$ cat src/rtl/vec_mem_sequencer_if.sv
// Bundle of the vector request, I/O arbitration and data-memory port signals.
// The master side is the requester/memory environment; the slave side is the sequencer.
interface vec_mem_sequencer_if #(
  parameter int DW    = 24,
  parameter int AW    = 24,
  parameter int LANES = 4,
  parameter int LW    = 3
);
  logic                  req_valid;
  logic                  req_ready;
  logic                  req_we;
  logic [AW-1:0]         req_base;
  logic [LW-1:0]         req_len;
  logic [LANES*DW-1:0]   req_wdata;
  logic                  done;
  logic [LANES*DW-1:0]   rdata;
  logic                  io_req;
  logic                  io_grant;
  logic                  mem_we;
  logic [AW-1:0]         mem_a;
  logic [DW-1:0]         mem_wd;
  logic [DW-1:0]         mem_rd;
  logic                  mem_startIO;

  modport master (
    output req_valid, req_we, req_base, req_len, req_wdata, io_req, mem_rd,
    input  req_ready, done, rdata, io_grant, mem_we, mem_a, mem_wd, mem_startIO
  );

  modport slave (
    input  req_valid, req_we, req_base, req_len, req_wdata, io_req, mem_rd,
    output req_ready, done, rdata, io_grant, mem_we, mem_a, mem_wd, mem_startIO
  );
endinterface

$ cat src/rtl/vec_mem_sequencer.sv
// Vector load/store sequencer for the single-port data memory: one element per cycle
// at consecutive addresses, load lanes captured into rdata, I/O dump granted only when idle.
module vec_mem_sequencer #(
  parameter int DW    = 24,
  parameter int AW    = 24,
  parameter int LANES = 4,
  parameter int LW    = 3
) (
  input  logic                clk,
  input  logic                rst,
  vec_mem_sequencer_if.slave  bus
);

  typedef enum logic [1:0] {
    ST_IDLE   = 2'd0,
    ST_ACCESS = 2'd1,
    ST_DONE   = 2'd2,
    ST_IO     = 2'd3
  } state_t;

  state_t                state_q, state_d;
  logic [LW-1:0]         cnt_q, cnt_d;
  logic [LW-1:0]         len_q, len_d;
  logic                  we_q, we_d;
  logic [LANES*DW-1:0]   wdata_q, wdata_d;
  logic [LANES*DW-1:0]   rdata_q, rdata_d;
  logic                  req_ready_q, req_ready_d;
  logic                  done_q, done_d;
  logic                  io_grant_q, io_grant_d;
  logic                  mem_we_q, mem_we_d;
  logic [AW-1:0]         mem_a_q, mem_a_d;
  logic [DW-1:0]         mem_wd_q, mem_wd_d;
  logic [LW-1:0]         len_clamped_s;

  function automatic logic [DW-1:0] get_lane(input logic [LANES*DW-1:0] d,
                                             input logic [LW-1:0]       idx);
    logic [DW-1:0] r;
    r = '0;
    for (int i = 0; i < LANES; i++) begin
      r = (idx == LW'(i)) ? d[i*DW +: DW] : r;
    end
    return r;
  endfunction

  assign len_clamped_s = (bus.req_len > LW'(LANES)) ? LW'(LANES) : bus.req_len;

  // Next-state and next-output computation; memory outputs are zero unless the next cycle is an access.
  always_comb begin
    state_d  = state_q;
    cnt_d    = cnt_q;
    len_d    = len_q;
    we_d     = we_q;
    wdata_d  = wdata_q;
    rdata_d  = rdata_q;
    done_d   = 1'b0;
    mem_we_d = 1'b0;
    mem_a_d  = '0;
    mem_wd_d = '0;
    case (state_q)
      ST_IDLE: begin
        if (bus.req_valid && req_ready_q) begin
          we_d    = bus.req_we;
          wdata_d = bus.req_wdata;
          len_d   = len_clamped_s;
          cnt_d   = '0;
          if (len_clamped_s == '0) begin
            state_d = ST_DONE;
            done_d  = 1'b1;
          end else begin
            state_d  = ST_ACCESS;
            mem_we_d = bus.req_we;
            mem_a_d  = bus.req_base;
            mem_wd_d = get_lane(bus.req_wdata, '0);
          end
        end else if (bus.io_req) begin
          state_d = ST_IO;
        end else begin
          state_d = ST_IDLE;
        end
      end
      ST_ACCESS: begin
        for (int i = 0; i < LANES; i++) begin
          if (!we_q && (cnt_q == LW'(i))) begin
            rdata_d[i*DW +: DW] = bus.mem_rd;
          end else begin
            rdata_d[i*DW +: DW] = rdata_q[i*DW +: DW];
          end
        end
        if (cnt_q == (len_q - LW'(1))) begin
          state_d = ST_DONE;
          done_d  = 1'b1;
        end else begin
          cnt_d    = cnt_q + LW'(1);
          mem_we_d = we_q;
          mem_a_d  = mem_a_q + AW'(1);
          mem_wd_d = get_lane(wdata_q, cnt_q + LW'(1));
        end
      end
      ST_DONE: begin
        state_d = ST_IDLE;
      end
      ST_IO: begin
        if (bus.io_req) begin
          state_d = ST_IO;
        end else begin
          state_d = ST_IDLE;
        end
      end
      default: begin
        state_d = ST_IDLE;
      end
    endcase
    req_ready_d = (state_d == ST_IDLE);
    io_grant_d  = (state_d == ST_IO);
  end

  // State and registered outputs; reset aborts any transfer and clears rdata.
  always_ff @(posedge clk) begin
    if (rst) begin
      state_q     <= ST_IDLE;
      cnt_q       <= '0;
      len_q       <= '0;
      we_q        <= 1'b0;
      wdata_q     <= '0;
      rdata_q     <= '0;
      req_ready_q <= 1'b0;
      done_q      <= 1'b0;
      io_grant_q  <= 1'b0;
      mem_we_q    <= 1'b0;
      mem_a_q     <= '0;
      mem_wd_q    <= '0;
    end else begin
      state_q     <= state_d;
      cnt_q       <= cnt_d;
      len_q       <= len_d;
      we_q        <= we_d;
      wdata_q     <= wdata_d;
      rdata_q     <= rdata_d;
      req_ready_q <= req_ready_d;
      done_q      <= done_d;
      io_grant_q  <= io_grant_d;
      mem_we_q    <= mem_we_d;
      mem_a_q     <= mem_a_d;
      mem_wd_q    <= mem_wd_d;
    end
  end

  assign bus.req_ready   = req_ready_q;
  assign bus.done        = done_q;
  assign bus.rdata       = rdata_q;
  assign bus.io_grant    = io_grant_q;
  assign bus.mem_startIO = io_grant_q;
  assign bus.mem_we      = mem_we_q;
  assign bus.mem_a       = mem_a_q;
  assign bus.mem_wd      = mem_wd_q;

endmodule

$ cat src/flat_wrapper.sv
// flat-port wrapper written by rule: the top's interface ports become plain ports
module vec_mem_sequencer_flat 
#(
  parameter int DW    = 24,
  parameter int AW    = 24,
  parameter int LANES = 4,
  parameter int LW    = 3
)
  (clk, rst, bus_req_valid, bus_req_we, bus_req_base, bus_req_len, bus_req_wdata, bus_io_req, bus_mem_rd, bus_req_ready, bus_done, bus_rdata, bus_io_grant, bus_mem_we, bus_mem_a, bus_mem_wd, bus_mem_startIO);
  vec_mem_sequencer_if #(.DW(DW), .AW(AW), .LANES(LANES), .LW(LW)) bus_i ();
  input  logic clk;
  input  logic rst;
  input wire logic [$bits(bus_i.req_valid)-1:0] bus_req_valid;
  input wire logic [$bits(bus_i.req_we)-1:0] bus_req_we;
  input wire logic [$bits(bus_i.req_base)-1:0] bus_req_base;
  input wire logic [$bits(bus_i.req_len)-1:0] bus_req_len;
  input wire logic [$bits(bus_i.req_wdata)-1:0] bus_req_wdata;
  input wire logic [$bits(bus_i.io_req)-1:0] bus_io_req;
  input wire logic [$bits(bus_i.mem_rd)-1:0] bus_mem_rd;
  output wire logic [$bits(bus_i.req_ready)-1:0] bus_req_ready;
  output wire logic [$bits(bus_i.done)-1:0] bus_done;
  output wire logic [$bits(bus_i.rdata)-1:0] bus_rdata;
  output wire logic [$bits(bus_i.io_grant)-1:0] bus_io_grant;
  output wire logic [$bits(bus_i.mem_we)-1:0] bus_mem_we;
  output wire logic [$bits(bus_i.mem_a)-1:0] bus_mem_a;
  output wire logic [$bits(bus_i.mem_wd)-1:0] bus_mem_wd;
  output wire logic [$bits(bus_i.mem_startIO)-1:0] bus_mem_startIO;
  assign bus_i.req_valid = bus_req_valid;
  assign bus_i.req_we = bus_req_we;
  assign bus_i.req_base = bus_req_base;
  assign bus_i.req_len = bus_req_len;
  assign bus_i.req_wdata = bus_req_wdata;
  assign bus_i.io_req = bus_io_req;
  assign bus_i.mem_rd = bus_mem_rd;
  assign bus_req_ready = bus_i.req_ready;
  assign bus_done = bus_i.done;
  assign bus_rdata = bus_i.rdata;
  assign bus_io_grant = bus_i.io_grant;
  assign bus_mem_we = bus_i.mem_we;
  assign bus_mem_a = bus_i.mem_a;
  assign bus_mem_wd = bus_i.mem_wd;
  assign bus_mem_startIO = bus_i.mem_startIO;
  vec_mem_sequencer #(.DW(DW), .AW(AW), .LANES(LANES), .LW(LW)) u_core (.clk(clk), .rst(rst), .bus(bus_i));
endmodule
$ cat config.mk
export PLATFORM = sky130hd
export DESIGN_NAME = vec_mem_sequencer_flat
export DESIGN_NICKNAME = d
export VERILOG_FILES = /design/src/rtl/vec_mem_sequencer_if.sv /design/src/rtl/vec_mem_sequencer.sv /design/src/flat_wrapper.sv
export SDC_FILE = /design/constraint.sdc
export NUM_CORES = 1
export LEC_CHECK = 0
export ABC_CLOCK_PERIOD_IN_PS = 2200
export CAP_MARGIN = 15
export CORE_MARGIN = 2
export CORE_UTILIZATION = 40
export CTS_CLUSTER_DIAMETER = 40
export DETAILED_ROUTE_END_ITERATION = 7
export GPL_ROUTABILITY_DRIVEN = 0
export PLACE_DENSITY = 0.72
export SYNTH_ARGS = -nofsm -noshare
export SYNTH_HDL_FRONTEND = slang
export SYNTH_SLANG_ARGS = --single-unit
$ cat constraint.sdc
create_clock -name clk -period 2.2 [get_ports clk]
set_clock_uncertainty 0.2 [all_clocks]
set_input_delay 0.22 -clock clk [delete_from_list [all_inputs] [get_ports clk]]
set_output_delay 0.22 -clock clk [all_outputs]
set_load 0.01 [all_outputs]
==> results of run 1 <==
stage by stage:
| stage | instances | util [%] | instance area, µm² | setup WS, ns |
|---|---|---|---|---|
| after floorplan | 1281 | - | 10100 | 0.00746 |
| after global placement | 1866 | 55.2 | 13800 | 0.117 |
| after detailed placement | 1866 | 55.2 | 13800 | 0.0705 |
| after CTS | 1929 | 60.2 | 15000 | 0.0620 |
| after global routing | 1930 | 60.4 | 15100 | 0.00316 |
| final | 1930 | 60.4 | 15100 | 0.130 |
what timing repair did:
action | CTS | global route
gates resized for setup | 0 | 4
endpoints found under the setup margin | 0 | 14
hold buffers | 1 | 0
hold endpoints to repair | 8 | 0
synthesized netlist by cell type (2+ instances only):
| library cell | n | area share [%] |
|---|---|---|
| xnor2_1 | 6 | 0.52 |
| nor4_1 | 7 | 0.43 |
| o31a_1 | 2 | 0.17 |
| nand2b_1 | 2 | 0.12 |
| buf_4 | 3 | 0.22 |
| o31ai_1 | 6 | 0.45 |
| o22ai_1 | 24 | 1.5 |
| and4_1 | 2 | 0.17 |
| a32o_1 | 6 | 0.59 |
| dfxtp_1 | 253 | 50 |
| inv_1 | 8 | 0.30 |
| nand3b_1 | 3 | 0.22 |
| and3_1 | 26 | 1.6 |
| o21a_1 | 3 | 0.22 |
| buf_6 | 2 | 0.22 |
| or4_1 | 3 | 0.22 |
| ha_1 | 8 | 0.99 |
| nor3b_1 | 3 | 0.22 |
| a31oi_1 | 25 | 1.5 |
| xor2_1 | 5 | 0.43 |
| a2bb2oi_1 | 2 | 0.17 |
| a22oi_1 | 2 | 0.15 |
| a311oi_1 | 3 | 0.26 |
| a32oi_1 | 5 | 0.43 |
| nor3_1 | 8 | 0.40 |
| nor2_1 | 12 | 0.45 |
| nand3_1 | 14 | 0.69 |
| nor4b_1 | 2 | 0.17 |
| nand4_1 | 5 | 0.31 |
| clkbuf_1 | 89 | 3.3 |
| buf_2 | 7 | 0.35 |
| a21oi_1 | 242 | 12 |
| a211oi_1 | 6 | 0.45 |
| nand2_1 | 437 | 16 |
| o21ai_0 | 8 | 0.40 |
| a221o_1 | 24 | 2.4 |
| or3_1 | 2 | 0.12 |
| and2_1 | 2 | 0.12 |
logic make-up after synthesis:
group / after synthesis / share of synthesized area, %
xor+xnor: 12 / 1.19
simple gates: 535 / 22.2
flops: 253 / 50.1
buf+inv: 112 / 4.56
compound gates: 361 / 20.9
fa+ha+maj: 8 / 0.991
path summary, 6_finish.rpt:
check	start	endpoint	slack (ns)	cells after the start
worst max-delay path	u_core.len_q[0]	u_core.bus.mem_a[14]	0.13	8
worst min-delay path	bus_req_wdata[83]	u_core.wdata_q[83]	0.05	3
worst max register to register	u_core.len_q[0]	u_core.bus.mem_a[14]	0.13	8
worst min register to register	u_core.wdata_q[36]	u_core.wdata_q[36]	0.25	2
worst max-delay path: cells and delay by family, from the launching register on:
family | cells | cell delay [ns]
buf+inv | 3 | 0.38
simple gates | 1 | 0.12
compound gates | 2 | 0.50
fa+ha+maj | 1 | 0.29
flops | 1 | 0.32
xor+xnor | 1 | 0.12
layout make-up:
class                      instances  area [µm²]
timing repair buffer             360        3680
inverter                           9        33.8
fill                            2162        9880
tap                              330         413
sequential                       253        5060
clock inverter                    17         220
multi-input combinational        916        4660
clock buffer                      45        1020
sequential cells by signal, summed over array words and instances (netlist names):
name	cells
u_core.bus.io_grant	1
u_core.len_q	3
u_core.bus.mem_we	1
u_core.bus.rdata	96
u_core.we_q	1
u_core.cnt_q	3
u_core.bus.mem_wd	24
u_core.bus.req_ready	1
u_core.wdata_q	96
u_core.bus.done	1
u_core.state_q	2
u_core.bus.mem_a	24
per-layer routing:
metal	wire, µm	GRT usage (%)	part of all wire [%]	up-vias
met5	0	0	0	-
met4	1320	9.90	4.0	0
met3	2270	3.74	6.9	90
met2	15400	37.2	47	461
met1	14000	32.0	43	4807
li1	-	-	-	5004
report_power, final:
| part | total (mW) | switching (mW) | internal, mW |
|---|---|---|---|
| Sequential | 4.90 | 0.119 | 4.78 |
| Clock | 5.89 | 2.13 | 3.76 |
| Combinational | 1.65 | 0.863 | 0.785 |
| Total | 12.4 | 3.11 | 9.33 |
==> flow_summary.yaml, run 1 <==
critical_path:
  path_common_cell: "buf_4"
  crit_chain: "inv_1 -> ha_1 -> xnor2_1 -> buf_4 -> o31ai_4 -> buf_4 -> nor2_1 -> a32o_1"
  max_stage_delay_ns: 0.32
  cp-start-kind: "flop"
  path_class: "reg -> reg"
  critPathArrivalTime_ns: 2.25
  cpMaxStageDelayCell: "dfxtp_1"
  required_ns: 2.38
  crit_path_end_kind: "flop"
  path_max_fanout: 6
outcome:
  status: "finished clean"
floorplanning:
  coreArea_um2: 25000
  row_count: 58
  dieArea_um2: 26500
  die_height_um: 163
  ios: 301
  start_util_pct: 40.5
  die_x_um: 163
routing:
  via_per_inst: 5.37
  drc: 0
  dr.pass1.iters: 5
  wl_mm: 32.9
  drtIter0Drc: 1213
  ant_nets: 0
  via_count: 10400
  wire_per_inst_um: 17.1
worst_hold_path:
  hp-class: "in -> reg"
sta:
  hold_viol_final: 0
  timing.hold.ws_ns: 0.0549
  slew_violations: 0
  fin_tns_setup_ns: 0
  setup_viol: 0
  tightest_slew_ns: 1.22
  rsz0062_at_grt: "no"
  fmax_ghz: 0.483
  fin_crit_ns: 2.07
  slew_headroom_pct: 18.9
  period_share_pct: 94.1
cts:
  clk_root_buffer_cell: "clkbuf_16"
  numCtsBuffers: 36
  post-cts-setup-buffers: 0
  clockBufferDepth: 3
  clkSlewWorstSetupHoldPaths_ns: 0.06
  cts_sinks: 253
  cts_tree: "yes"
  htree_levels: 2
  clk_latency_ns: 0.51
placed_design:
  dp_hpwl_mm: 22.0
  portBuffers: 300
finish:
  syn_to_final_growth_pct: 49.3
  finalNetCount: 1736
  layout_common_cells: "436 x nand2_1, 299 x clkdlybuf4s50_1, 253 x dfxtp_1"
  layout_commonest_cell: "nand2_1"
  n_antenna_cell: 0
  layout-drive-gt1-share_pct: 8.25
logic_synthesis:
  yosysSeqAreaShare_pct: 50.1
  synth-edff-count: 0
  async_flop_share_pct: 0
  syn_nets: 1441
  synth_cell_types: 52
  syn_inst: 1281
  postSynthAreaPerCell_um2: 7.89
  ys.flop_type: "dfxtp_1"
  synth_warnings: 0
  synth_area_um2: 10100
  ys_seq_elements: 253
global_routing:
  grt_pass1_vias: 9447
  grt.overflow.total: 0
  grt_start_max_net_pins: 204
  grt_pass1_wl_mm: 50.4
  grt_usage_pct: 23.6
  antenna_found_initial: 0
flow_run:
  maxCapViolCount: 0
power:
  max-vdd-ir-drop_v: 0.000475
  finalPower_mw: 12.4
  powerDensity_nw_per_um2: 824
  p_leak_nw: 5.23
(Power assumes the default switching activity.)
==> inputs of run 2 (changes only) <==
CORE_UTILIZATION = 43   (was 40)
GPL_ROUTABILITY_DRIVEN = unset   (was 0)
PLACE_DENSITY = 0.77   (was 0.72)
==> run 2 against run 1 <==
  * Combinational power about the same
  * Critical path depth unchanged
  * Register-to-register slack got worse by 0.05 ns
  * Clock power shrank 10%
  * Non-clock buffer count up 13
  * Power is 4.8% lower
  * Die area fell by 6.8%
  * Flip-flop and latch count unchanged
  * Maximum frequency shrank 2.2%
  * Critical endpoint is now u_core.bus.mem_wd[0]
  * Largest cell class unchanged
  * Largest power group unchanged
==> flow_summary.yaml, run 2 (same netlist as run 1, synthesis figures left out) <==
outcome:
  status: "finished clean"
finish:
  layout-drive-gt1-share_pct: 7.71
  syn_to_final_growth_pct: 48.9
  layout_commonest_cell: "nand2_1"
  layout_common_cells: "437 x nand2_1, 299 x clkdlybuf4s50_1, 251 x dfxtp_1"
  fillers: 2019
  fin_util_pct: 64.7
  finalNetCount: 1744
  multi_input_area_um2: 4680
  postLayoutCellArea_um2: 15000
  regArea_um2: 5070
routing:
  ant_nets: 0
  drtIter0Drc: 964
  wire_per_inst_um: 17.3
  wl_mm: 33.4
  via_count: 10400
  drc: 0
  via_per_inst: 5.40
  dr.pass1.iters: 6
floorplanning:
  row_count: 56
  dieArea_um2: 24700
  start_util_pct: 43.4
  ios: 301
  die_height_um: 157
  coreArea_um2: 23300
  die_x_um: 157
worst_hold_path:
  min-delay-start: "bus_req_wdata[56]"
  hold_depth: 3
  hold_path_end: "u_core.wdata_q[56]"
  hp-class: "in -> reg"
critical_path:
  path_class: "reg -> reg"
  crit_path_end_kind: "flop"
  crit_chain: "inv_1 -> ha_1 -> buf_4 -> nand2b_1 -> buf_12 -> o22ai_1 -> a221o_1 -> a21oi_1"
  cp-start-kind: "flop"
  critPathArrivalTime_ns: 2.35
  crit_family: "compound AO/OA/AOI/OAI gates"
  cpMaxStageDelayCell: "dfxtp_2"
  rr_startpoint: "u_core.cnt_q[0]"
  path_max_fanout: 24
  reg2reg_depth: 8
  rr_endpoint: "u_core.bus.mem_wd[0]"
  crit_buf_inv: 3
  required_ns: 2.43
  max_stage_delay_ns: 0.37
  regToRegSetupSlack_ns: 0.08
cts:
  clkSlewWorstSetupHoldPaths_ns: 0.06
  cts_tree: "yes"
  cts_sinks: 253
  clk_root_buffer_cell: "clkbuf_16"
  numCtsBuffers: 31
  htree_levels: 1
  clockBufferDepth: 3
  clk_latency_ns: 0.56
placed_design:
  post-place-ws_ns: -0.0969
  placed_area_um2: 13700
  gp_congestion: 0.842
  dp_hpwl_mm: 22.4
  portBuffers: 300
sta:
  tightest_slew_ns: 0.711
  fin_tns_setup_ns: 0
  period_share_pct: 96.2
  rsz0062_at_grt: "no"
  setup_viol: 0
  timing.hold.ws_ns: 0.0158
  hold_viol_final: 0
  fin_crit_ns: 2.12
  slew_headroom_pct: 52.4
  fmax_ghz: 0.473
  slew_violations: 0
  worst_slack_ns: 0.0838
global_routing:
  grt_start_max_net_pins: 109
  grt_pass1_wl_mm: 51.9
  grt_usage_pct: 26.0
  grt.overflow.total: 0
  grt_pass1_vias: 9956
  antenna_found_initial: 1
power:
  powerDensity_nw_per_um2: 787
  max-vdd-ir-drop_v: 0.000551
  p_leak_nw: 5.17
flow_run:
  maxCapViolCount: 0
## run 2: cell types whose count changed in the layout (fill, tap and decap cells not counted), sizes merged
| cell | before | now |
|---|---|---|
| dlygate4sd3 | 1 | 17 |
| clkbuf | 46 | 42 |
| buf | 59 | 57 |
| clkinvlp | 2 | 4 |
| clkinv | 6 | 3 |
| diode | 0 | 1 |
| inv | 14 | 13 |
## run 2: cell type report
cell class,count,area share (%)
clock buffers,42,5.76
flip-flops and latches,253,33.7
inverters,9,0.225
repair buffers,373,25.1
multi-input cells,916,31.1
well taps,319,2.65
diodes,1,0.0166
clock inverters,15,1.45
## run 2: layer usage
metal,track usage (%),routed length [µm],up-vias,share of wire [%]
met5,0,0,-,0
met1,34.5,14000,4812,42
met3,3.58,2220,107,6.6
li1,-,-,5024,-
met2,42.5,15700,463,47
met4,11.4,1580,0,4.7
## run 2: stage by stage
stage	total power, mW	std cells
finish	11.8	1928
global route	12.2	1928
CTS	11.9	1927
detailed placement	6.60	1853
global placement	6.57	1853
floorplan	5.72	1281
## run 2: how the worst max path moves through the flow
stage,startpoint,to,slack (ns),cells after the start
2_1_floorplan,u_core.bus.mem_a[2],u_core.bus.mem_a[17],0.007,5
3_3_place_gp,u_core.cnt_q[0],u_core.bus.mem_wd[5],-0.002,5
3_5_place_dp,u_core.cnt_q[0],u_core.bus.mem_wd[7],-0.1,5
4_1_cts,u_core.len_q[0],u_core.cnt_q[2],0.05,7
5_1_grt,u_core.len_q[0],u_core.cnt_q[0],0.004,7
6_report,u_core.cnt_q[0],u_core.bus.mem_wd[0],0.08,8
## run 2: worst register-to-register path: cells and delay by family, from the launching register on
kind | cells | cell delay, ns
AND/OR/NAND/NOR | 1 | 0.18
flip-flops | 1 | 0.37
AO/OA/AOI/OAI | 3 | 0.58
adder cells (fa/ha/maj) | 1 | 0.24
buffers and inverters | 3 | 0.41
## run 2: repair_timing
| action | 4_1_cts | 5_1_grt |
|---|---|---|
| hold buffers | 17 | 0 |
| buffers inserted | 0 | 0 |
| pin swaps | 0 | 0 |
| endpoints found under the setup margin | 24 | 48 |
| endpoints found under the hold margin | 48 | 0 |
| resized for setup | 4 | 7 |
## run 2: report_power, final
| group | internal (mW) | total [mW] | switching (mW) |
|---|---|---|---|
| clock | 3.26 | 5.28 | 2.02 |
| sequential | 4.78 | 4.90 | 0.123 |
| combinational | 0.786 | 1.66 | 0.873 |
